===== src/rtl/mock_cu_multi_if.sv =====
// mock_cu_multi_if
// Parallel Channel "B" bus and tag bundle between a channel and a control unit.
//   master : channel side. Drives bus-out and the channel tags, and receives bus-in and the CU tags.
//   slave  : control-unit side. Uses the opposite directions.
interface mock_cu_multi_if;
  logic [7:0] b_bus_out;
  logic       b_operational_out;
  logic       b_hold_out;
  logic       b_select_out;
  logic       b_address_out;
  logic       b_command_out;
  logic       b_service_out;
  logic       b_suppress_out;

  logic [7:0] b_bus_in;
  logic       b_operational_in;
  logic       b_select_in;
  logic       b_address_in;
  logic       b_status_in;
  logic       b_service_in;
  logic       b_request_in;

  modport master (
    output b_bus_out, b_operational_out, b_hold_out, b_select_out,
           b_address_out, b_command_out, b_service_out, b_suppress_out,
    input  b_bus_in, b_operational_in, b_select_in, b_address_in,
           b_status_in, b_service_in, b_request_in
  );

  modport slave (
    input  b_bus_out, b_operational_out, b_hold_out, b_select_out,
           b_address_out, b_command_out, b_service_out, b_suppress_out,
    output b_bus_in, b_operational_in, b_select_in, b_address_in,
           b_status_in, b_service_in, b_request_in
  );
endinterface


===== src/rtl/mock_cu_multi.sv =====
// mock_cu_multi
// Mock control unit on Channel "B". It answers NUM_DEVICES consecutive addresses that start at
// BASE_ADDRESS. For each device it runs initial selection, the command, the data transfer and the
// ending status. Each device has its own busy input and its own sense byte. Selections that this
// unit does not claim are passed on to Channel "A".
// Ports:
//   clk, reset      clock, asynchronous active-high reset
//   b               channel bus/tag bundle (slave modport)
//   a_select_out    select passed on to Channel "A"
//   a_select_in     select returned from Channel "A"; a registered copy drives b_select_in
//   mock_busy       per-device busy
//   mock_limit      bytes per READ/WRITE
//   command         last accepted command
//   device          index of the selected device
//   count           bytes transferred in the current operation (saturating)
//   write_checksum  XOR of the bytes received in the current WRITE
// Optional feature: define MOCK_CU_SHORT_BUSY_EN to answer a busy device with short-busy status
// (0x0A) instead of a full selection.
module mock_cu_multi #(
  parameter logic [7:0] BASE_ADDRESS = 8'h10,
  parameter int         NUM_DEVICES  = 4,
  parameter int         COUNT_WIDTH  = 16
) (
  input  logic                   clk,
  input  logic                   reset,
  mock_cu_multi_if.slave         b,
  output logic                   a_select_out,
  input  logic                   a_select_in,
  input  logic [NUM_DEVICES-1:0] mock_busy,
  input  logic [COUNT_WIDTH-1:0] mock_limit,
  output logic [7:0]             command,
  output logic [3:0]             device,
  output logic [COUNT_WIDTH-1:0] count,
  output logic [7:0]             write_checksum
);

  localparam logic [3:0] ST_IDLE  = 4'd0;
  localparam logic [3:0] ST_SEL   = 4'd1;
  localparam logic [3:0] ST_ADDR  = 4'd2;
  localparam logic [3:0] ST_CMDW  = 4'd3;
  localparam logic [3:0] ST_DEC   = 4'd4;
  localparam logic [3:0] ST_IST   = 4'd5;
  localparam logic [3:0] ST_ISTD  = 4'd6;
  localparam logic [3:0] ST_DATA  = 4'd7;
  localparam logic [3:0] ST_DATW  = 4'd8;
  localparam logic [3:0] ST_STOPW = 4'd9;
  localparam logic [3:0] ST_END   = 4'd10;
  localparam logic [3:0] ST_SBSY  = 4'd11;

  localparam logic [7:0] CMD_TIO   = 8'h00;
  localparam logic [7:0] CMD_WRITE = 8'h01;
  localparam logic [7:0] CMD_READ  = 8'h02;
  localparam logic [7:0] CMD_NOP   = 8'h03;
  localparam logic [7:0] CMD_SENSE = 8'h04;

  logic [3:0]  state;
  logic [7:0]  status;
  logic        select_in_q;
  logic [7:0]  sense [16];
  logic [8:0]  offset;
  logic        in_range;
  logic [15:0] busy_ext;
  logic [7:0]  own_addr;
  logic [7:0]  data_byte;
  logic        unused_bits;

  // The offset is computed in 9 bits, so an address past the block cannot wrap back into it.
  assign offset   = {1'b0, b.b_bus_out} - {1'b0, BASE_ADDRESS};
  assign in_range = (b.b_bus_out >= BASE_ADDRESS) && (offset < 9'(NUM_DEVICES));
  assign busy_ext = 16'(mock_busy);
  assign own_addr = BASE_ADDRESS + {4'h0, device};

  assign b.b_request_in = 1'b0;
  assign b.b_select_in  = select_in_q;
  assign unused_bits    = ^{b.b_hold_out, b.b_suppress_out, offset[8:4]};

  always_comb begin
    data_byte = 8'h00;
    if (command == CMD_READ)
      data_byte = (count[7:0] + 8'd1) ^ {4'h0, device};
    else if (command == CMD_SENSE)
      data_byte = sense[device];
  end

  // The CU tags and bus-in depend only on the state. Reset, or operational-out going low,
  // therefore clears them as soon as the state returns to IDLE.
  always_comb begin
    b.b_bus_in         = 8'h00;
    b.b_operational_in = 1'b0;
    b.b_address_in     = 1'b0;
    b.b_status_in      = 1'b0;
    b.b_service_in     = 1'b0;
    case (state)
      ST_SEL, ST_CMDW, ST_DEC, ST_ISTD, ST_DATW, ST_STOPW:
        b.b_operational_in = 1'b1;
      ST_ADDR: begin
        b.b_operational_in = 1'b1;
        b.b_bus_in         = own_addr;
        b.b_address_in     = 1'b1;
      end
      ST_IST: begin
        b.b_operational_in = 1'b1;
        b.b_bus_in         = status;
        b.b_status_in      = 1'b1;
      end
      ST_DATA: begin
        b.b_operational_in = 1'b1;
        b.b_bus_in         = data_byte;
        b.b_service_in     = 1'b1;
      end
      ST_END: begin
        b.b_operational_in = 1'b1;
        b.b_bus_in         = 8'h30;
        b.b_status_in      = 1'b1;
      end
      ST_SBSY: begin
        b.b_bus_in    = 8'h0A;
        b.b_status_in = 1'b1;
      end
      default: ;
    endcase
  end

  always_ff @(posedge clk or posedge reset) begin
    if (reset) begin
      state          <= ST_IDLE;
      status         <= 8'h00;
      command        <= 8'h00;
      device         <= 4'h0;
      count          <= '0;
      write_checksum <= 8'h00;
      a_select_out   <= 1'b0;
      select_in_q    <= 1'b0;
      for (int i = 0; i < 16; i++) sense[i] <= 8'h00;
    end else begin
      select_in_q  <= a_select_in;
      a_select_out <= 1'b0;
      if (!b.b_operational_out) begin
        state       <= ST_IDLE;
        select_in_q <= 1'b0;
      end else begin
        case (state)
          ST_IDLE: begin
            if (b.b_address_out && b.b_select_out && in_range) begin
              device <= offset[3:0];
`ifdef MOCK_CU_SHORT_BUSY_EN
              state  <= busy_ext[offset[3:0]] ? ST_SBSY : ST_SEL;
`else
              state  <= ST_SEL;
`endif
            end else begin
              a_select_out <= b.b_select_out;
            end
          end
          ST_SEL:   if (!b.b_address_out) state <= ST_ADDR;
          ST_ADDR: begin
            if (b.b_command_out) begin
              command <= b.b_bus_out;
              state   <= ST_CMDW;
            end
          end
          ST_CMDW:  if (!b.b_command_out) state <= ST_DEC;
          // Busy takes priority over any command decode. An unknown command also sets
          // command-reject in the device's sense byte.
          ST_DEC: begin
            state <= ST_IST;
            if (busy_ext[device]) begin
              status <= 8'h08;
            end else begin
              case (command)
                CMD_TIO, CMD_WRITE, CMD_READ, CMD_SENSE: status <= 8'h00;
                CMD_NOP: status <= 8'h30;
                default: begin
                  status        <= 8'h70;
                  sense[device] <= sense[device] | 8'h01;
                end
              endcase
            end
          end
          ST_IST:   if (b.b_service_out) state <= ST_ISTD;
          ST_ISTD: begin
            if (!b.b_service_out) begin
              if (status[3] || (status[4] && status[5]) || command == CMD_TIO) begin
                state <= ST_IDLE;
              end else begin
                count          <= '0;
                write_checksum <= 8'h00;
                if (command != CMD_SENSE && mock_limit == '0)
                  state <= ST_END;
                else
                  state <= ST_DATA;
              end
            end
          end
          // If command-out arrives while service-in is up, the channel is stopping the
          // transfer. The offered byte is then not counted.
          ST_DATA: begin
            if (b.b_command_out) begin
              state <= ST_STOPW;
            end else if (b.b_service_out) begin
              if (count != '1) count <= count + COUNT_WIDTH'(1);
              if (command == CMD_WRITE) write_checksum <= write_checksum ^ b.b_bus_out;
              if (command == CMD_SENSE) sense[device] <= 8'h00;
              state <= ST_DATW;
            end
          end
          ST_DATW: begin
            if (!b.b_service_out)
              state <= (command == CMD_SENSE || count >= mock_limit) ? ST_END : ST_DATA;
          end
          ST_STOPW: if (!b.b_command_out) state <= ST_END;
          ST_END:   if (b.b_service_out) state <= ST_IDLE;
          ST_SBSY:  if (!b.b_address_out) state <= ST_IDLE;
          default:  state <= ST_IDLE;
        endcase
      end
    end
  end

endmodule


===== src/flat_wrapper.sv =====
// flat-port wrapper written by rule: the top's interface ports become plain ports
module mock_cu_multi_flat 
#(
  parameter logic [7:0] BASE_ADDRESS = 8'h10,
  parameter int         NUM_DEVICES  = 4,
  parameter int         COUNT_WIDTH  = 16
)
  (clk, reset, a_select_out, a_select_in, mock_busy, mock_limit, command, device, count, write_checksum, b_b_bus_out, b_b_operational_out, b_b_hold_out, b_b_select_out, b_b_address_out, b_b_command_out, b_b_service_out, b_b_suppress_out, b_b_bus_in, b_b_operational_in, b_b_select_in, b_b_address_in, b_b_status_in, b_b_service_in, b_b_request_in);
  mock_cu_multi_if b_i ();
  input  logic clk;
  input  logic reset;
  output logic a_select_out;
  input  logic a_select_in;
  input  logic [NUM_DEVICES-1:0] mock_busy;
  input  logic [COUNT_WIDTH-1:0] mock_limit;
  output logic [7:0] command;
  output logic [3:0] device;
  output logic [COUNT_WIDTH-1:0] count;
  output logic [7:0] write_checksum;
  input wire logic [$bits(b_i.b_bus_out)-1:0] b_b_bus_out;
  input wire logic [$bits(b_i.b_operational_out)-1:0] b_b_operational_out;
  input wire logic [$bits(b_i.b_hold_out)-1:0] b_b_hold_out;
  input wire logic [$bits(b_i.b_select_out)-1:0] b_b_select_out;
  input wire logic [$bits(b_i.b_address_out)-1:0] b_b_address_out;
  input wire logic [$bits(b_i.b_command_out)-1:0] b_b_command_out;
  input wire logic [$bits(b_i.b_service_out)-1:0] b_b_service_out;
  input wire logic [$bits(b_i.b_suppress_out)-1:0] b_b_suppress_out;
  output wire logic [$bits(b_i.b_bus_in)-1:0] b_b_bus_in;
  output wire logic [$bits(b_i.b_operational_in)-1:0] b_b_operational_in;
  output wire logic [$bits(b_i.b_select_in)-1:0] b_b_select_in;
  output wire logic [$bits(b_i.b_address_in)-1:0] b_b_address_in;
  output wire logic [$bits(b_i.b_status_in)-1:0] b_b_status_in;
  output wire logic [$bits(b_i.b_service_in)-1:0] b_b_service_in;
  output wire logic [$bits(b_i.b_request_in)-1:0] b_b_request_in;
  assign b_i.b_bus_out = b_b_bus_out;
  assign b_i.b_operational_out = b_b_operational_out;
  assign b_i.b_hold_out = b_b_hold_out;
  assign b_i.b_select_out = b_b_select_out;
  assign b_i.b_address_out = b_b_address_out;
  assign b_i.b_command_out = b_b_command_out;
  assign b_i.b_service_out = b_b_service_out;
  assign b_i.b_suppress_out = b_b_suppress_out;
  assign b_b_bus_in = b_i.b_bus_in;
  assign b_b_operational_in = b_i.b_operational_in;
  assign b_b_select_in = b_i.b_select_in;
  assign b_b_address_in = b_i.b_address_in;
  assign b_b_status_in = b_i.b_status_in;
  assign b_b_service_in = b_i.b_service_in;
  assign b_b_request_in = b_i.b_request_in;
  mock_cu_multi #(.BASE_ADDRESS(BASE_ADDRESS), .NUM_DEVICES(NUM_DEVICES), .COUNT_WIDTH(COUNT_WIDTH)) u_core (.clk(clk), .reset(reset), .b(b_i), .a_select_out(a_select_out), .a_select_in(a_select_in), .mock_busy(mock_busy), .mock_limit(mock_limit), .command(command), .device(device), .count(count), .write_checksum(write_checksum));
endmodule

===== config.mk =====
export PLATFORM = sky130hd
export DESIGN_NAME = mock_cu_multi_flat
export DESIGN_NICKNAME = d
export VERILOG_FILES = /design/src/rtl/mock_cu_multi_if.sv /design/src/rtl/mock_cu_multi.sv /design/src/flat_wrapper.sv
export SDC_FILE = /design/constraint.sdc
export NUM_CORES = 1
export LEC_CHECK = 0
export CAP_MARGIN = 40
export CORE_MARGIN = 2
export CORE_UTILIZATION = 45
export CTS_CLUSTER_DIAMETER = 30
export DETAILED_ROUTE_END_ITERATION = 7
export PLACE_DENSITY = 0.77
export SYNTH_ARGS = -nofsm -noshare
export SYNTH_HDL_FRONTEND = slang
export SYNTH_SLANG_ARGS = --single-unit
export TNS_END_PERCENT = 50

===== constraint.sdc =====
create_clock -name clk -period 8.8 [get_ports clk]
set_clock_uncertainty 0.1 [all_clocks]
set_input_delay 2.2 -clock clk [delete_from_list [all_inputs] [get_ports clk]]
set_output_delay 2.2 -clock clk [all_outputs]
set_load 0.02 [all_outputs]

==> results of run 1 <==
[through the flow]
| step | hold slack (ns) | power, W | worst slack (ns) | utilization (%) | std cells |
|---|---|---|---|---|---|
| 2_1_floorplan | 0.341 | 0.000923 | 1.81 | - | 890 |
| 3_3_place_gp | 0.354 | 0.000973 | 3.45 | 50.0 | 1188 |
| 3_5_place_dp | 0.365 | 0.000976 | 3.37 | 50.1 | 1189 |
| 4_1_cts | 0.380 | 0.00174 | 3.05 | 53.1 | 1220 |
| 5_1_grt | 0.401 | 0.00179 | 2.80 | 53.1 | 1220 |
| 6_report | 0.374 | 0.00173 | 3.09 | 53.1 | 1220 |
[cells in the final DEF (no fill, tap or decap), types with 17 or more instances in the layout]
cell type	synthesis	routed
clkdlybuf4s50_1	0	85
a21oi_1	27	27
mux2_2	19	19
ha_1	18	18
mux4_2	30	30
o21ai_0	151	151
nor2_1	29	29
clkbuf_16	0	17
dfrtp_1	173	171
inv_1	31	30
nand2_1	164	164
[logic make-up (layout without fill, tap and decap cells)]
kind of cell,after synthesis,after routing,synth area share [%]
flip-flops,173,173,46.8
AO/OA/AOI/OAI,233,233,14.5
multiplexers,68,68,13.6
AND/OR/NAND/NOR,295,295,16.5
XOR/XNOR,9,9,0.852
other,1,1,0.0405
adder cells (fa/ha/maj),18,18,2.43
buffers and inverters,93,153,5.29
[sequential cells by signal, indices dropped and copies added, names as in the netlist]
signal	cells
u_core.device	4
u_core.count	16
u_core.command	8
u_core.state	4
u_core.sense	128
u_core.a_select_out	1
u_core.b.b_select_in	1
u_core.write_checksum	8
u_core.status	3
[layer usage]
metal | vias up | share of wire, %
li1 | 3299 | -
met1 | 3524 | 43
met2 | 248 | 49
met3 | 48 | 5.0
met4 | 0 | 3.2
met5 | - | 0
[critical path: cells and delay by family, from the launching register on]
family          cells  cell delay [ns]
flops               1             0.35
buf+inv             2             1.12
mux                 2             1.18
compound gates      2             0.34
[power by group]
group / internal [W] / switching [W] / total [W]
Clock: 0.000440 / 0.000330 / 0.000770
Combinational: 0.0000643 / 0.0000813 / 0.000146
Sequential: 0.000801 / 0.0000147 / 0.000816
[worst max path at each step]
stage	slack, ns	start	cells past startpoint	to
detailed placement	3.37	mock_busy[3]	6	u_core.sense[112]
global placement	3.45	mock_busy[3]	6	u_core.sense[112]
floorplan	1.81	reset	1	u_core.a_select_out
global route	2.80	u_core.state[1]	7	b_b_bus_in[2]
finish	3.09	u_core.device[0]	6	b_b_bus_in[1]
CTS	3.05	u_core.device[0]	6	b_b_bus_in[1]
[final cells by class]
type	count	share of cell area, %
sequential	173	40.3
inverter	31	1.13
clock inverter	12	1.41
clock buffer	19	4.22
multi-input combinational	624	41.3
tap	270	3.14
timing repair buffer	91	8.52
==> results.toml, run 1 <==
[sta]
fin_crit_ns = 5.71
finalCritPeriodShare_pct = 64.9
setup_viol = 0
fin_tns_setup_ns = 0
rsz0062_at_grt = "false"
slew_violations = 0
fmax_ghz = 0.175
worst_slew_pin_slew_ns = 0.891
hold_viol = 0
relSlewSlack_pct = 40.6

[route]
firstDrtPassIters = 5
wl_um = 22900
wl_per_cell_um = 18.8
drt_iter0_drc = 526
vias_per_cell = 5.84
antenna_left = 0
drc = 0
num_vias = 7119

[synth]
ys.flop_type = "dfrtp_1"
synth_nets = 946
synth_area_leaders = "dfrtp_1 (47%), o21ai_0 (8.2%), mux4_2 (7.3%)"
yosysTopAreaCellShare_pct = 46.8
synthArstFlopShare_pct = 100
synthTopCellsByCount = "dfrtp_1 (173), nand2_1 (164), o21ai_0 (151)"
seq_area_frac_synth_pct = 46.8
synth_enable_flop_cells = 0
synth_most_common_cell = "dfrtp_1"
mappedNetlistArea_sq_um = 9250
yosysTopAreaCell = "dfrtp_1"
ys_ff_latch = 173
synthDistinctLibCells = 71
postSynthAreaPerCell_sq_um = 10.4
ys_warn_count = 0
syn_inst = 890

[clock_tree]
cts_sinks = 173
path_clk_slew_ns = 0.07
numCtsBuffers = 17
cts_tree = "done"
cts-hold-fix-buffers = 0
cts_setup_buffers = 0
cts_root_buf = "clkbuf_16"
htree_levels = 4
clk_path_buf_depth = 2
cts_resized = 0
clk_latency_ns = 0.43

[global_routing]
grt_pass1_wl_um = 37500
grt.busiest_layer = "met2"
use_met1_pct = 29.2
grt_use_met2_pct = 35.4
grt_overflow = 0
grt.total_usage_pct = 21.9
grt_pass1_vias = 7030
antenna_found_initial = 0
grt.met3_usage_pct = 4.17
grt_max_degree = 95

[floorplan]
initial_core_util_pct = 45.7
die_area_sq_um = 21700
die_w_um = 147
die_h_um = 147
core_area_sq_um = 20200
io_pins = 89
rows = 52

[job]
maxCapViolCount = 0

[finish]
final_area_sq_um = 10700
nFillCells = 1691
drive_gt1_share_pct = 11.4
n_antenna_cell = 0
area_delta_synth_final_pct = 16.1
final_nets = 994
seq_area_sq_um = 4330
multi_input_area_sq_um = 4430

[pwr]
worst_ir_drop_vdd_v = 0.000106
leakage_nw = 4.63
p_per_area_nw_per_um2 = 161

[setup_path]
crit_required_ns = 6.50
r2r_start = "u_core.device[0]"
crit_type = "flip-flop to output pin"
slowest_delay_ns = 0.67
rr_endpoint = "u_core.sense[125]"
rr_worst_depth = 6
crit_fanout = 39
cp-start-kind = "flip-flop"
cp_slowest_cell = "mux4_1"
reg2reg_slack_ns = 4.82
endpoint_kind = "output pin"
cp.arrival_ns = 3.41
path_cells = "buf_4 -> mux4_1 -> mux4_2 -> a32oi_1 -> o211ai_1 -> clkdlybuf4s50_1"

[worst_hold_path]
min_delay_path_depth = 2
min_to = "u_core.sense[27]"
min_path_type = "flip-flop to flip-flop"
min_from = "u_core.sense[27]"

[outcome]
status = "completed"

[placed_design]
hpwl_um = 15100
place_area_sq_um = 10100
io_buffers = 85
gp_congestion = 0.903
No activity file was read; power rests on OpenSTA's default activity.
==> run 2, diff against run 1 <==
--- a/config.mk
+++ b/config.mk
@@ -10,7 +10,7 @@
 export CORE_UTILIZATION = 45
 export CTS_CLUSTER_DIAMETER = 30
 export DETAILED_ROUTE_END_ITERATION = 7
-export PLACE_DENSITY = 0.77
+export PLACE_DENSITY = 0.8
 export SYNTH_ARGS = -nofsm -noshare
 export SYNTH_HDL_FRONTEND = slang
 export SYNTH_SLANG_ARGS = --single-unit
==> constraint.sdc (replaced) <==
create_clock -name clk -period 4.8 [get_ports clk]
set_clock_uncertainty 0.1 [all_clocks]
set_input_delay 1.2 -clock clk [delete_from_list [all_inputs] [get_ports clk]]
set_output_delay 1.2 -clock clk [all_outputs]
set_load 0.02 [all_outputs]
==> results.toml, run 2 (synthesis gave the netlist of run 1 again) <==
[floorplan]
die_h_um = 147
rows = 52
die_w_um = 147
io_pins = 89
initial_core_util_pct = 45.7
die_area_sq_um = 21700
core_area_sq_um = 20200

[setup_path]
crit_fanout = 21
reg2reg_slack_ns = 1.26
crit_required_ns = 3.50
crit_type = "flip-flop to output pin"
cp.arrival_ns = 3.34
cp-start-kind = "flip-flop"
endpoint_kind = "output pin"

[finish]
nFillCells = 1704
seq_area_sq_um = 4330
final_cell_mix = "dfrtp_1 (171), nand2_1 (164), o21ai_0 (151), clkdlybuf4s50_1 (85)"
drive_gt1_share_pct = 12.5
n_antenna_cell = 0
largest_reg_flops = 128
top_register = "u_core.sense"
final_nets = 1012
final_common_cell = "dfrtp_1"
area_delta_synth_final_pct = 17.4
largestRegisters = "u_core.sense x128, u_core.count x16"
multi_input_area_sq_um = 4430

[sta]
fin_ws_ns = 0.159
setup_viol = 0
fmax_ghz = 0.215
fin_crit_ns = 4.64
hold_viol = 0
finalCritPeriodShare_pct = 96.7
relSlewSlack_pct = 44.5
rsz0062_at_grt = "false"
worst_slew_pin_slew_ns = 0.832
fin_tns_setup_ns = 0
slew_violations = 0

[pwr]
intPower_w = 0.00238
sw_frac_of_total_pct = 23.9
p_seq_share_pct = 47.8
worst_ir_drop_vdd_v = 0.000221
total_power_w = 0.00313
p_per_area_nw_per_um2 = 288
comb_power_share_pct = 8.9
p_switching_w = 0.000749
p_clk_share_pct = 43.3
leakage_nw = 4.68

[route]
top_layer = "met4"
antenna_left = 0
drt_iter0_drc = 467
met2_length_um = 10900
firstDrtPassIters = 5
wl_um = 22900
wl_met3_um = 1590
wl_met1_um = 9720
wl_per_cell_um = 18.5
num_vias = 7251
drc = 0
vias_per_cell = 5.85

[job]
maxCapViolCount = 0

[outcome]
status = "completed"

[clock_tree]
cts_resized = 0
cts_root_buf = "clkbuf_16"
clk_path_buf_depth = 2
numCtsBuffers = 17
htree_levels = 4
path_clk_slew_ns = 0.07
cts_tree = "done"
cts_sinks = 173
cts_setup_buffers = 0
cts-hold-fix-buffers = 0
clk_latency_ns = 0.44

[placed_design]
gp_congestion = 0.889
hpwl_um = 15600
pre_cts_ws_ns = 0.667
io_buffers = 85

[global_routing]
grt_pass1_vias = 7273
grt_pass1_wl_um = 38200
antenna_found_initial = 0
grt_max_degree = 91
grt.total_usage_pct = 22.3
grt_overflow = 0

[worst_hold_path]
min_path_type = "flip-flop to flip-flop"
==> run 2: changes by cell type in the layout (fill, tap and decap cells not counted), sizes merged <==
cell,change
clkinvlp,+4
inv,-5
buf,+18
clkbuf,+5
clkinv,-3
==> run 2: through the flow <==
step	hold slack [ns]	area (sq um)	cells	util, %
2_1_floorplan	0.341	9260	890	-
3_3_place_gp	0.355	10300	1206	50.8
3_5_place_dp	0.366	10300	1207	50.9
4_1_cts	0.380	10900	1239	53.7
5_1_grt	0.402	10900	1239	53.7
6_report	0.374	10900	1239	53.7
==> run 2: power by group through the flow <==
stage	Combinational [W]	Clock, W	Sequential [W]
floorplan	0.000177	0	0.00151
global placement	0.000273	0	0.00152
detailed placement	0.000279	0	0.00152
CTS	0.000280	0.00137	0.00149
global route	0.000307	0.00143	0.00150
finish	0.000278	0.00136	0.00150
==> run 2: path summary, 6_finish.rpt <==
path | end | from | depth (start not counted)
min in group asynchronous | u_core.count[8] | reset | 2
max in group asynchronous | u_core.sense[62] | reset | 4
min | u_core.sense[119] | u_core.sense[119] | 2
max | b_b_bus_in[0] | u_core.device[1] | 6
min reg2reg | u_core.sense[119] | u_core.sense[119] | 2
max reg2reg | u_core.sense[30] | u_core.state[3] | 9
==> run 2: final cells by class <==
type	count	share of cell area (%)
clock inverter	8	1.00
clock buffer	24	4.25
inverter	31	1.11
timing repair buffer	109	9.84
sequential	173	39.9
tap	270	3.11
multi-input combinational	624	40.8
==> run 2: layer usage <==
| layer | global-route usage [%] | vias up |
|---|---|---|
| li1 | - | 3355 |
| met1 | 29.7 | 3559 |
| met2 | 36.0 | 287 |
| met3 | 4.38 | 50 |
| met4 | 9.57 | 0 |
| met5 | 0 | - |
==> run 2: critical path, cell delays in order (launching register included) <==
cell,delay (ns)
dfrtp_2,0.76
buf_4,0.36
mux4_2,0.52
mux4_2,0.46
nand2_1,0.07
o21ai_0,0.14
clkdlybuf4s50_1,0.57
==> run 3, diff against run 2 <==
--- a/config.mk
+++ b/config.mk
@@ -6,6 +6,7 @@
 export NUM_CORES = 1
 export LEC_CHECK = 0
 export CAP_MARGIN = 40
+export CORE_ASPECT_RATIO = 1.75
 export CORE_MARGIN = 2
 export CORE_UTILIZATION = 45
 export CTS_CLUSTER_DIAMETER = 30
==> results.toml, run 3 (synthesis gave the netlist of run 1 again) <==
[sta]
worst_slew_pin_slew_ns = 0.906
fmax_ghz = 0.222
setup_viol = 0
fin_ws_ns = 0.292
hold_viol = 0
relSlewSlack_pct = 39.6
fin_crit_ns = 4.51
fin_tns_setup_ns = 0
finalCritPeriodShare_pct = 93.9
slew_violations = 0
rsz0062_at_grt = "false"

[clock_tree]
cts_resized = 0
cts_sinks = 173
path_clk_slew_ns = 0.07
htree_levels = 4
cts-hold-fix-buffers = 0
cts_root_buf = "clkbuf_16"
clk_latency_ns = 0.44
cts_tree = "done"
clk_path_buf_depth = 2
cts_setup_buffers = 0
numCtsBuffers = 17

[floorplan]
die_w_um = 112
initial_core_util_pct = 45.8
rows = 69
die_area_sq_um = 21800
die_h_um = 194
io_pins = 89
core_area_sq_um = 20200

[finish]
nFillCells = 1652
final_cell_mix = "dfrtp_1 (171), nand2_1 (164), o21ai_0 (151), clkdlybuf4s50_1 (85)"
drive_gt1_share_pct = 13.0
top_register = "u_core.sense"
largest_reg_flops = 128
n_antenna_cell = 0
largestRegisters = "u_core.sense x128, u_core.count x16"
final_common_cell = "dfrtp_1"
multi_input_area_sq_um = 4430
final_nets = 1013
seq_area_sq_um = 4330
area_delta_synth_final_pct = 17.8

[setup_path]
crit_fanout = 9
crit_type = "flip-flop to output pin"
cp-start-kind = "flip-flop"
critPathMostFrequentCell = "mux4_2"
cp.arrival_ns = 3.21
path_cells = "buf_4 -> mux4_2 -> mux4_2 -> a32oi_1 -> o211ai_1 -> clkdlybuf4s50_1"
crit_required_ns = 3.50
slowest_delay_ns = 0.57
cp_slowest_cell = "clkdlybuf4s50_1"
endpoint_kind = "output pin"

[global_routing]
grt.total_usage_pct = 22.9
grt_pass1_vias = 7515
antenna_found_initial = 0
grt_overflow = 0
grt_max_degree = 60
grt_pass1_wl_um = 39400

[outcome]
status = "completed"

[route]
drt_iter0_drc = 754
antenna_left = 0
wl_um = 24300
wl_per_cell_um = 20.0
vias_per_cell = 6.02
firstDrtPassIters = 5
drc = 0
num_vias = 7327

[pwr]
leakage_nw = 4.72
p_per_area_nw_per_um2 = 296
worst_ir_drop_vdd_v = 0.000267

[placed_design]
io_buffers = 85
pre_cts_ws_ns = 0.665
hpwl_um = 16700
gp_congestion = 0.922

[job]
maxCapViolCount = 0

[worst_hold_path]
min_path_type = "flip-flop to flip-flop"
[run 3: cell count changes in the layout (fill, tap and decap cells not counted)]
cell        delta
inv_8          +1
clkinvlp_4     -1
bufinv_16      +1
inv_6          +1
clkinv_2       +1
buf_12         +1
clkbuf_1       -5
clkbuf_8       +1
[run 3: where the power goes]
part           switching [W]  internal (W)
combinational       0.000150      0.000125
clock               0.000598      0.000853
sequential         0.0000321       0.00147
total               0.000781       0.00245
[run 3: worst max-delay path: cells and delay by family, from the launching register on]
family          cells  cell delay [ns]
flops               1             0.54
compound gates      2             0.36
mux                 2             1.08
buf+inv             2             0.80
[run 3: cell type report]
| type | count | area share [%] |
|---|---|---|
| clock inverters | 11 | 1.44 |
| multi-input cells | 624 | 40.7 |
| clock buffers | 20 | 4.19 |
| repair buffers | 110 | 9.99 |
| flip-flops and latches | 173 | 39.8 |
| well taps | 248 | 2.85 |
| inverters | 31 | 1.10 |
[run 3: through the flow]
step	hold slack (ns)	cells	power, W	utilization, %	instance area, sq um
final	0.379	1217	0.00323	53.9	10900
after global routing	0.390	1217	0.00332	53.9	10900
after CTS	0.379	1217	0.00323	53.9	10900
after detailed placement	0.364	1186	0.00180	50.9	10300
after global placement	0.353	1185	0.00179	50.8	10300
after floorplan	0.341	890	0.00169	-	9260
[run 3: routing by layer]
metal  vias to the layer above  global-route usage (%)  part of all wire (%)
li1                       3332                       -                     -
met1                      3640                    25.0                    36
met2                       283                    41.2                    54
met3                        72                    4.03                   5.0
met4                         0                    13.1                   5.1
met5                         -                       0                     0
[run 3: final timing paths]
kind | start | endpoint | slack (ns) | depth (start not counted)
worst max register to register | u_core.state[3] | u_core.sense[117] | 1.09 | 8
min in group asynchronous | reset | u_core.sense[40] | 0.90 | 2
worst min register to register | u_core.sense[108] | u_core.sense[108] | 0.38 | 2
max in group asynchronous | reset | u_core.device[1] | 2.87 | 4
worst max-delay path | u_core.device[0] | b_b_bus_in[1] | 0.29 | 6
worst min-delay path | u_core.sense[108] | u_core.sense[108] | 0.38 | 2
